`config.mk`:
```
export PLATFORM = sky130hd
export DESIGN_NAME = lns_to_fixed_decoder_flat
export DESIGN_NICKNAME = d
export VERILOG_FILES = /design/src/rtl/lns_pkg.sv /design/src/rtl/lns_to_fixed_decoder_if.sv /design/src/rtl/lns_dec_sign_sat.sv /design/src/rtl/lns_to_fixed_decoder.sv /design/src/flat_wrapper.sv
export SDC_FILE = /design/constraint.sdc
export NUM_CORES = 1
export LEC_CHECK = 0
export CORE_ASPECT_RATIO = 0.8
export CORE_MARGIN = 4
export CORE_UTILIZATION = 55
export CTS_CLUSTER_DIAMETER = 100
export CTS_CLUSTER_SIZE = 24
export DETAILED_ROUTE_END_ITERATION = 16
export HOLD_SLACK_MARGIN = 0.05
export PLACE_DENSITY = 0.8
export SKIP_LAST_GASP = 1
export SLEW_MARGIN = 40
export SYNTH_ARGS = -nofsm -noshare
export SYNTH_HDL_FRONTEND = slang
export SYNTH_SLANG_ARGS = --single-unit
export TNS_END_PERCENT = 1
```
`constraint.sdc`:
```
create_clock -name clk -period 2.45 [get_ports clk]
set_clock_uncertainty 0.15 [all_clocks]
set_input_delay 0.49 -clock clk [delete_from_list [all_inputs] [get_ports clk]]
set_output_delay 0.49 -clock clk [all_outputs]
set_load 0.02 [all_outputs]
```
`src/rtl/lns_pkg.sv`:
```
// Shared LNS definitions.
//   - Default operand geometry (integer/fraction bits of the log2 magnitude).
//   - Field positions of the packed LNS word {sign, zero, I, F}, MSB-first.
//   - Packed LNS operand type, shared by the fused multiply-add and the encoder.
//   - Decoder FSM state type.
package lns_pkg;

  localparam int LNS_INT_W  = 5;
  localparam int LNS_FRAC_W = 8;
  localparam int LNS_W      = 2 + LNS_INT_W + LNS_FRAC_W;
  localparam int SIGN_POS   = LNS_W - 1;
  localparam int ZERO_POS   = LNS_W - 2;

  typedef struct packed {
    logic                        sign;
    logic                        zero;
    logic signed [LNS_INT_W-1:0] i;
    logic [LNS_FRAC_W-1:0]       f;
  } lns_t;

  typedef enum logic [1:0] {
    IDLE,
    SHIFT,
    OUTPUT
  } dec_state_e;

endpackage

```
`src/rtl/lns_to_fixed_decoder_if.sv`:
```
// Handshake bundle of the LNS-to-fixed decoder.
//   in_valid/in_ready/lns_in     : operand side, lns_in = {sign, zero, I, F}
//   out_valid/out_ready/fx_out/ovf : result side, ovf qualified by out_valid
// master = producer/consumer around the decoder, slave = the decoder itself.
interface lns_to_fixed_decoder_if #(
  parameter int INT_W  = 5,
  parameter int FRAC_W = 8,
  parameter int OUT_W  = 16
);

  logic                      in_valid;
  logic                      in_ready;
  logic [2+INT_W+FRAC_W-1:0] lns_in;
  logic                      out_valid;
  logic                      out_ready;
  logic [OUT_W-1:0]          fx_out;
  logic                      ovf;

  modport master (
    output in_valid, lns_in, out_ready,
    input  in_ready, out_valid, fx_out, ovf
  );

  modport slave (
    input  in_valid, lns_in, out_ready,
    output in_ready, out_valid, fx_out, ovf
  );

endinterface

```
`src/rtl/lns_dec_sign_sat.sv`:
```
// Final decode stage: turns the shifted magnitude into the signed result.
//   acc  : unsigned magnitude after the antilog shift
//   sign : operand sign, zero : operand is exactly zero
//   sat  : a set bit would have left the positive range during left shifts
//   rbit : last bit shifted out on right shifts (only with LNS_DEC_ROUND_EN)
//   fx   : signed result, ovf : result was saturated
// Saturation is symmetric: the most negative code is never produced.
module lns_dec_sign_sat #(
  parameter int OUT_W = 16
) (
  input  logic [OUT_W-1:0] acc,
  input  logic             sign,
  input  logic             zero,
  input  logic             sat,
`ifdef LNS_DEC_ROUND_EN
  input  logic             rbit,
`endif
  output logic [OUT_W-1:0] fx,
  output logic             ovf
);

  localparam logic [OUT_W-1:0] MAX_POS = {1'b0, {(OUT_W-1){1'b1}}};

  logic [OUT_W-1:0] mag;

`ifdef LNS_DEC_ROUND_EN
  // Round half-up on the last discarded bit; magnitude is far below 2^(OUT_W-1).
  assign mag = acc + OUT_W'(rbit);
`else
  assign mag = acc;
`endif

  always_comb begin
    // NOTE: every output gets a default first, so no path can infer a latch.
    fx  = '0;
    ovf = 1'b0;
    if (zero) begin
      fx = '0;
    end else if (sat) begin
      fx  = sign ? (~MAX_POS + 1'b1) : MAX_POS;
      ovf = 1'b1;
    end else begin
      fx = sign ? (~mag + 1'b1) : mag;
    end
  end

endmodule

```
`src/rtl/lns_to_fixed_decoder.sv`:
```
// LNS -> two's-complement fixed-point decoder (Mitchell antilog).
//   clk   : rising-edge clock
//   n_rst : asynchronous active-low reset, discards any in-flight operand
//   bus   : slave side of lns_to_fixed_decoder_if (valid/ready in and out)
// 2^(I+F) is approximated as (1.F) * 2^I. {1,F} is shifted one bit per cycle
// by s = I + OUT_FRAC - FRAC_W positions, so latency is |s|+1 cycles.
// Requires FRAC_W+1 <= OUT_W-1. Optional build macro: LNS_DEC_ROUND_EN
// (round half-up on right shifts instead of truncating toward zero).
module lns_to_fixed_decoder
  import lns_pkg::*;
#(
  parameter int INT_W    = LNS_INT_W,
  parameter int FRAC_W   = LNS_FRAC_W,
  parameter int OUT_W    = 16,
  parameter int OUT_FRAC = 8
) (
  input  logic                   clk,
  input  logic                   n_rst,
  lns_to_fixed_decoder_if.slave  bus
);

  localparam int LW  = 2 + INT_W + FRAC_W;
  localparam int S_W = INT_W + 2;

  dec_state_e state, next_state;

  logic [OUT_W-1:0] acc;
  logic [S_W-1:0]   cnt;
  logic             right;
  logic             sign_q;
  logic             zero_q;
  logic             sat;
  logic             in_ready_q;
  logic             out_valid_q;
  logic [OUT_W-1:0] fx_q;
  logic             ovf_q;
  logic [OUT_W-1:0] dec_fx;
  logic             dec_ovf;
`ifdef LNS_DEC_ROUND_EN
  logic             rbit;
`endif

  // Operand fields and shift distance.
  logic                    lns_sign;
  logic                    lns_zero;
  logic signed [INT_W-1:0] lns_i;
  logic [FRAC_W-1:0]       lns_f;
  logic signed [S_W-1:0]   s_val;
  logic [S_W-1:0]          s_mag;
  logic                    accept;

  assign lns_sign = bus.lns_in[LW-1];
  assign lns_zero = bus.lns_in[LW-2];
  assign lns_i    = bus.lns_in[INT_W+FRAC_W-1:FRAC_W];
  assign lns_f    = bus.lns_in[FRAC_W-1:0];
  assign s_val    = S_W'(lns_i) + S_W'(OUT_FRAC - FRAC_W);
  assign s_mag    = s_val[S_W-1] ? S_W'(-s_val) : s_val;
  assign accept   = bus.in_valid & in_ready_q & (state == IDLE);

  assign bus.in_ready  = in_ready_q;
  assign bus.out_valid = out_valid_q;
  assign bus.fx_out    = fx_q;
  assign bus.ovf       = ovf_q;

  always_ff @(posedge clk or negedge n_rst) begin
    // NOTE: sequential state uses non-blocking assignments so every register
    // samples the pre-edge values of the others.
    if (!n_rst) state <= IDLE;
    else        state <= next_state;
  end

  always_comb begin
    next_state = state;
    unique case (state)
      IDLE:   if (accept) next_state = (lns_zero || s_mag == '0) ? OUTPUT : SHIFT;
      SHIFT:  if (cnt == S_W'(1)) next_state = OUTPUT;
      OUTPUT: if (out_valid_q && bus.out_ready) next_state = IDLE;
      default: next_state = IDLE;
    endcase
  end

  always_ff @(posedge clk or negedge n_rst) begin
    if (!n_rst) begin
      acc         <= '0;
      cnt         <= '0;
      right       <= 1'b0;
      sign_q      <= 1'b0;
      zero_q      <= 1'b0;
      sat         <= 1'b0;
      in_ready_q  <= 1'b0;
      out_valid_q <= 1'b0;
      fx_q        <= '0;
      ovf_q       <= 1'b0;
`ifdef LNS_DEC_ROUND_EN
      rbit        <= 1'b0;
`endif
    end else begin
      // Registered ready: low in reset, back high the cycle after a result leaves.
      in_ready_q <= (next_state == IDLE);
      unique case (state)
        IDLE: if (accept) begin
          sign_q <= lns_sign;
          zero_q <= lns_zero;
          acc    <= OUT_W'({1'b1, lns_f});
          cnt    <= s_mag;
          right  <= s_val[S_W-1];
          sat    <= 1'b0;
`ifdef LNS_DEC_ROUND_EN
          rbit   <= 1'b0;
`endif
        end
        SHIFT: begin
          cnt <= cnt - 1'b1;
          if (right) begin
            acc <= acc >> 1;
`ifdef LNS_DEC_ROUND_EN
            rbit <= acc[0];
`endif
          end else begin
            // A one about to enter the sign bit means the value is out of range.
            if (acc[OUT_W-2]) sat <= 1'b1;
            acc <= acc << 1;
          end
        end
        OUTPUT: begin
          // First OUTPUT cycle captures the result; afterwards hold until taken.
          if (!out_valid_q) begin
            fx_q        <= dec_fx;
            ovf_q       <= dec_ovf;
            out_valid_q <= 1'b1;
          end else if (bus.out_ready) begin
            out_valid_q <= 1'b0;
          end
        end
        default: ;
      endcase
    end
  end

  lns_dec_sign_sat #(.OUT_W(OUT_W)) u_sign_sat (
    .acc  (acc),
    .sign (sign_q),
    .zero (zero_q),
    .sat  (sat),
`ifdef LNS_DEC_ROUND_EN
    .rbit (rbit),
`endif
    .fx   (dec_fx),
    .ovf  (dec_ovf)
  );

endmodule

```
`src/flat_wrapper.sv`:
```
// flat-port wrapper written by rule: the top's interface ports become plain ports
module lns_to_fixed_decoder_flat import lns_pkg::*;
#(
  parameter int INT_W    = LNS_INT_W,
  parameter int FRAC_W   = LNS_FRAC_W,
  parameter int OUT_W    = 16,
  parameter int OUT_FRAC = 8
)
  (clk, n_rst, bus_in_valid, bus_lns_in, bus_out_ready, bus_in_ready, bus_out_valid, bus_fx_out, bus_ovf);
  lns_to_fixed_decoder_if #(.INT_W(INT_W), .FRAC_W(FRAC_W), .OUT_W(OUT_W)) bus_i ();
  input  logic clk;
  input  logic n_rst;
  input wire logic [$bits(bus_i.in_valid)-1:0] bus_in_valid;
  input wire logic [$bits(bus_i.lns_in)-1:0] bus_lns_in;
  input wire logic [$bits(bus_i.out_ready)-1:0] bus_out_ready;
  output wire logic [$bits(bus_i.in_ready)-1:0] bus_in_ready;
  output wire logic [$bits(bus_i.out_valid)-1:0] bus_out_valid;
  output wire logic [$bits(bus_i.fx_out)-1:0] bus_fx_out;
  output wire logic [$bits(bus_i.ovf)-1:0] bus_ovf;
  assign bus_i.in_valid = bus_in_valid;
  assign bus_i.lns_in = bus_lns_in;
  assign bus_i.out_ready = bus_out_ready;
  assign bus_in_ready = bus_i.in_ready;
  assign bus_out_valid = bus_i.out_valid;
  assign bus_fx_out = bus_i.fx_out;
  assign bus_ovf = bus_i.ovf;
  lns_to_fixed_decoder #(.INT_W(INT_W), .FRAC_W(FRAC_W), .OUT_W(OUT_W), .OUT_FRAC(OUT_FRAC)) u_core (.clk(clk), .n_rst(n_rst), .bus(bus_i));
endmodule
```
== Yosys cells after proc, flatten, opt, wreduce, memory -nomap -nowiden ==
Cells that the tools add are included.

* Register bits after elaboration: 48
* Output and inout bits: 19
* Logic and storage cells: 57

* Add/sub/neg operators: 3
* Equal/unequal tests: 6
* Mux-type cells: 23
* Bitwise logic cells: 4
* Reductions and logical operators: 10

{| class="wikitable"
|+ Operators by type and width
! kind !! number
|-
| 16-bit 2-to-1 mux || 6
|-
| 16-bit case mux with 2 select lines || 1
|-
| 16-bit by 1-bit adder with 16-bit output, second input constant || 1
|-
| 16-bit NOT || 1
|-
| 7-bit 2-to-1 mux || 2
|-
| 7-bit case mux with 2 select lines || 1
|-
| 2-bit 2-to-1 mux || 4
|-
| 7-bit by 1-bit == test with 1-bit output, second input constant || 1
|-
| 7-bit zero test || 1
|-
| 1-bit 2-to-1 mux || 7
|-
| 5-bit negation with 7-bit output || 1
|-
| 7-bit by 1-bit subtractor with 7-bit output, second input constant || 1
|-
| 2-bit case mux with 3 select lines || 1
|-
| 2-bit AND reduction || 3
|-
| 2-bit zero test || 2
|-
| 2-bit by 1-bit != test with 1-bit output, second input constant || 2
|-
| 4-bit AND reduction || 1
|-
| 1-bit bitwise AND || 2
|-
| 2-bit by 1-bit == test with 1-bit output, second input constant || 1
|-
| 2-bit == test, second input constant || 1
|-
| 2-bit != test, second input constant || 1
|-
| 1-bit case mux with 2 select lines || 1
|-
| 2-bit nonzero test || 1
|-
| 1-bit logical AND || 1
|-
| other kinds (2) || 2
|}

== Logic depth before layout (Yosys ltp) ==
* Depth in word-level cells: 8
* Depth in mapped cells: 7
* Depth with buffers taken out: 6

== Modules after synthesis ==
From an unflattened synthesis, not the netlist that was laid out.

* Cell total of the unflattened synthesis: 323
* Area, all modules: 3,002.9 µm²

{| class="wikitable"
|+ By module, submodules not included
! module !! instances !! cells each !! area each (µm²)
|-
| lns_to_fixed_decoder || 1 || 215 || 2,324.7
|-
| lns_dec_sign_sat || 1 || 108 || 678.2
|}

== Worst setup path before layout ==
Ideal clock, no wire load.

* Path type: reg-to-reg
* Start point: register u_core.acc[5]
* End point: register u_core.fx_q[7], in the netlist u_core.bus.fx_out[7]
* Library setup time: 131 ps
* Arrival: 1,708 ps
* Setup slack: 461 ps
* Stages on the path, launching flop included: 6
* Path buffers: 1
* Period minus slack after synthesis: 1,989 ps
* Path through: dfrtp_1 -> or4_1 -> buf_2 -> o31ai_1 -> nor3b_1 -> or3_1

* Longest elaborated chain between the ends: 5

{| class="wikitable"
|+ Ends and longest elaborated chain
! item !! line !! RTL
|-
| start, declared || lns_to_fixed_decoder.sv:27 || <nowiki>logic [OUT_W-1:0] acc;</nowiki>
|-
| start signal, assigned || lns_to_fixed_decoder.sv:104 || <nowiki>acc <= OUT_W'({1'b1, lns_f});</nowiki>
|-
| start signal, assigned || lns_to_fixed_decoder.sv:115 || <nowiki>acc <= acc >> 1;</nowiki>
|-
| start signal, assigned || lns_to_fixed_decoder.sv:122 || <nowiki>acc <= acc << 1;</nowiki>
|-
| 16-bit NOT || lns_dec_sign_sat.sv:43 || <nowiki>fx = sign ? (~mag + 1'b1) : mag;</nowiki>
|-
| 16-bit by 1-bit adder with 16-bit output || lns_dec_sign_sat.sv:43 ||
|-
| 16-bit 2-to-1 mux || lns_dec_sign_sat.sv:43 ||
|-
| 16-bit 2-to-1 mux || lns_dec_sign_sat.sv:39 || <nowiki>end else if (sat) begin</nowiki>
|-
| 16-bit 2-to-1 mux || lns_dec_sign_sat.sv:37 || <nowiki>if (zero) begin</nowiki>
|-
| end signal, assigned || lns_to_fixed_decoder.sv:92 || <nowiki>fx_q <= '0;</nowiki>
|-
| end signal, assigned || lns_to_fixed_decoder.sv:128 || <nowiki>fx_q <= dec_fx;</nowiki>
|-
| end, declared || lns_to_fixed_decoder.sv:35 || <nowiki>logic [OUT_W-1:0] fx_q;</nowiki>
|}

No other way between the ends.
A chain may end at the register's enable or synchronous reset.

== Final worst setup path ==
* Start point: register u_core.acc[5]
* End point: register u_core.fx_q[13], in the netlist u_core.bus.fx_out[13]

Same word-level chain as after synthesis.

==> flow_summary.ini <==
[final_layout]
final_common_cell = dfrtp_1
seq_area_um2 = 1200
fillers = 418
area_delta_synth_final_pct = 18.2
multi_input_area_um2 = 1550
nNetsFinal = 386
diodes = 0
drive_gt1_share_pct = 9.07
final_cell_mix = dfrtp_1 (48), nand2_1 (47), clkdlybuf4s50_1 (36)
stdcell_count = 426

[setup_path]
worst_r2r_path_depth = 5
end_kind = flip-flop
critPathTopFamily = simple AND/OR/NAND/NOR gates
crit_required_ns = 2.54
path_cells = or4_1 -> nor2_1 -> buf_4 -> a221oi_1 -> nor3_2
critPathBufInv = 1
start_kind = flip-flop
rr_startpoint = u_core.acc[5]
critPathKind = reg2reg
crit_fanout = 7
cp_slowest_cell = or4_1
slowest_delay_ns = 0.66
reg2reg_slack_ns = 0.29
arrival_ns = 2.25
r2r_end = u_core.bus.fx_out[13]

[global_routing]
grt_remaining_overflow = 0
grtUsageMet1_pct = 33.5
grt_pass1_vias = 2434
grt_most_used_layer = met2
grt_max_degree = 49
grt_pass1_wl_mm = 11.6
grt_util_met2_pct = 34.3
antenna_found_initial = 0
track_usage_pct = 22.8
gr-usage-met3_pct = 3.95

[die]
fp.dieW_um = 89.5
die_h_um = 73.2
core_um2 = 5060
ios = 38
row_count = 23
start_util_pct = 57.7
die_area_um2 = 6550

[clocking]
cts_sinks = 48
clk_latency_ns = 0.31
cts_buffers = 5
cts_tree = built
ctsHoldBuffers = 0
cts_buffer_depth = 2
clk_pin_slew_ns = 0.09
cts_setup_buffers = 0
cts-root-buf = clkbuf_8
cts_resized = 0
cts.htree.levels = 2

[route]
wl_per_cell_um = 15.9
routed_via_density = 6.00
drtPass1Iterations = 5
vias = 2554
drc = 0
drt-total-wl_mm = 6.77
ant_nets = 0
drtIter0Drc = 210

[placed_design]
gp_congestion = 0.846
dp_hpwl_mm = 4.66
io_buffer_count = 37
dp.cells = 418

[yosys]
synth-async-reset-ratio_pct = 100
syn_avg_cell_area_um2 = 8.72
synth-edff-count = 0
synth-xor-area-share_pct = 1.20
synthesis.area_um2 = 2920
yosys.area_share.simple_pct = 25.3
synth_nets = 358
ys.flop_type = dfrtp_1
synth_top_family_by_area = simple AND/OR/NAND/NOR gates
yosysSeqAreaShare_pct = 41.1
synthMuxAreaShare_pct = 6.51
synth_compound_area_share_pct = 18.2
syn_inst = 335
ys_warn_count = 0
synth_seq_cells = 48
synthAdderAreaFrac_pct = 1.71
yosysUniqueCellTypes = 51

[sta]
finalCritPeriodShare_pct = 88.2
max_clock_freq_mhz = 463
fin_tns_setup_ns = 0
finalSetupViolations = 0
period_minus_slack_ns = 2.16
grt_setup_unrepaired = false
drv_slew = 0
hold_viol = 0
slew_headroom_pct = 58.5
tightest_slew_ns = 0.622

[min_path]
worstHoldPathType = in2async

[power]
vdd_drop_max_uv = 583
p_per_area_nw_per_um2 = 1250
leakagePower_nw = 1.49
finalPower_w = 0.00430

[run]
maxCapViolations = 0

[run_status]
run_status = finished clean
-- metrics by stage --
step           hold WS (ns)  setup slack [ns]  instance area (um^2)  utilization, %
2_1_floorplan        0.0444             0.461                  2920               -
3_3_place_gp          0.310             0.252                  3330            65.8
3_5_place_dp          0.313            0.0786                  3330            65.8
4_1_cts               0.150             0.305                  3450            68.2
5_1_grt               0.174            0.0647                  3450            68.2
6_report              0.130             0.288                  3450            68.2
-- worst register-to-register path, cell delays in order (launching register included) --
cell,delay [ns]
dfrtp_1,0.44
or4_1,0.66
nor2_1,0.40
buf_4,0.20
a221oi_1,0.08
nor3_2,0.17
-- state kept, by name, indices dropped and copies added (netlist names), 2 cells and up --
register	cells
u_core.acc	16
u_core.bus.fx_out	16
u_core.cnt	7
u_core.state	2
-- worst max path at each step --
| stage | startpoint | endpoint | slack (ns) | depth (start not counted) |
|---|---|---|---|---|
| detailed placement | bus_lns_in[8] | u_core.state[0] | 0.08 | 5 |
| global placement | bus_lns_in[8] | u_core.state[0] | 0.25 | 5 |
| CTS | u_core.acc[5] | u_core.bus.fx_out[14] | 0.30 | 4 |
| global route | u_core.acc[5] | u_core.bus.fx_out[14] | 0.06 | 4 |
| finish | u_core.acc[5] | u_core.bus.fx_out[13] | 0.29 | 5 |
| floorplan | u_core.acc[5] | u_core.bus.fx_out[7] | 0.46 | 5 |
-- synthesized netlist by cell type, drive strengths merged (5+ instances only) --
| master | number | area, um^2 |
|---|---|---|
| a211oi | 5 | 50.1 |
| a21oi | 13 | 65.1 |
| and3 | 5 | 32.5 |
| buf | 8 | 58.8 |
| clkbuf | 23 | 86.3 |
| dfrtp | 48 | 1200 |
| inv | 8 | 30.0 |
| mux2i | 19 | 190 |
| nand2 | 47 | 176 |
| nand3 | 10 | 50.1 |
| nand3b | 5 | 37.5 |
| nor2 | 23 | 86.3 |
| nor3 | 12 | 70.1 |
| nor4 | 7 | 43.8 |
| o21ai | 21 | 105 |
| o31ai | 8 | 60.1 |
| or3 | 10 | 62.6 |
| or4 | 5 | 37.5 |
-- layer usage --
metal / up-vias / part of all wire (%)
met3: 7 / 5.9
met2: 77 / 46
met1: 1201 / 47
met5: - / 0
li1: 1269 / -
met4: 0 / 1.1
-- where the power goes --
part / switching [W] / total [W] / leakage (nW) / internal (W)
clock: 0.000279 / 0.000613 / 0.0614 / 0.000334
sequential: 0.000457 / 0.00158 / 0.617 / 0.00112
combinational: 0.00115 / 0.00211 / 0.817 / 0.000964
-- logic make-up (layout without fill, tap and decap cells) --
kind of cell / Yosys count / in the layout
simple gates: 144 / 144
compound gates: 77 / 77
flops: 48 / 48
buf+inv: 39 / 68
mux: 19 / 19
fa+ha+maj: 4 / 4
xor+xnor: 4 / 4
-- cell type report --
cell class / count / area share (%)
clock buffer: 6 / 2.39
clock inverter: 2 / 1.12
inverter: 8 / 0.870
multi-input combinational: 248 / 44.7
sequential: 48 / 34.8
tap: 62 / 2.25
timing repair buffer: 52 / 13.8
No activity file was read; power rests on OpenSTA's default activity.
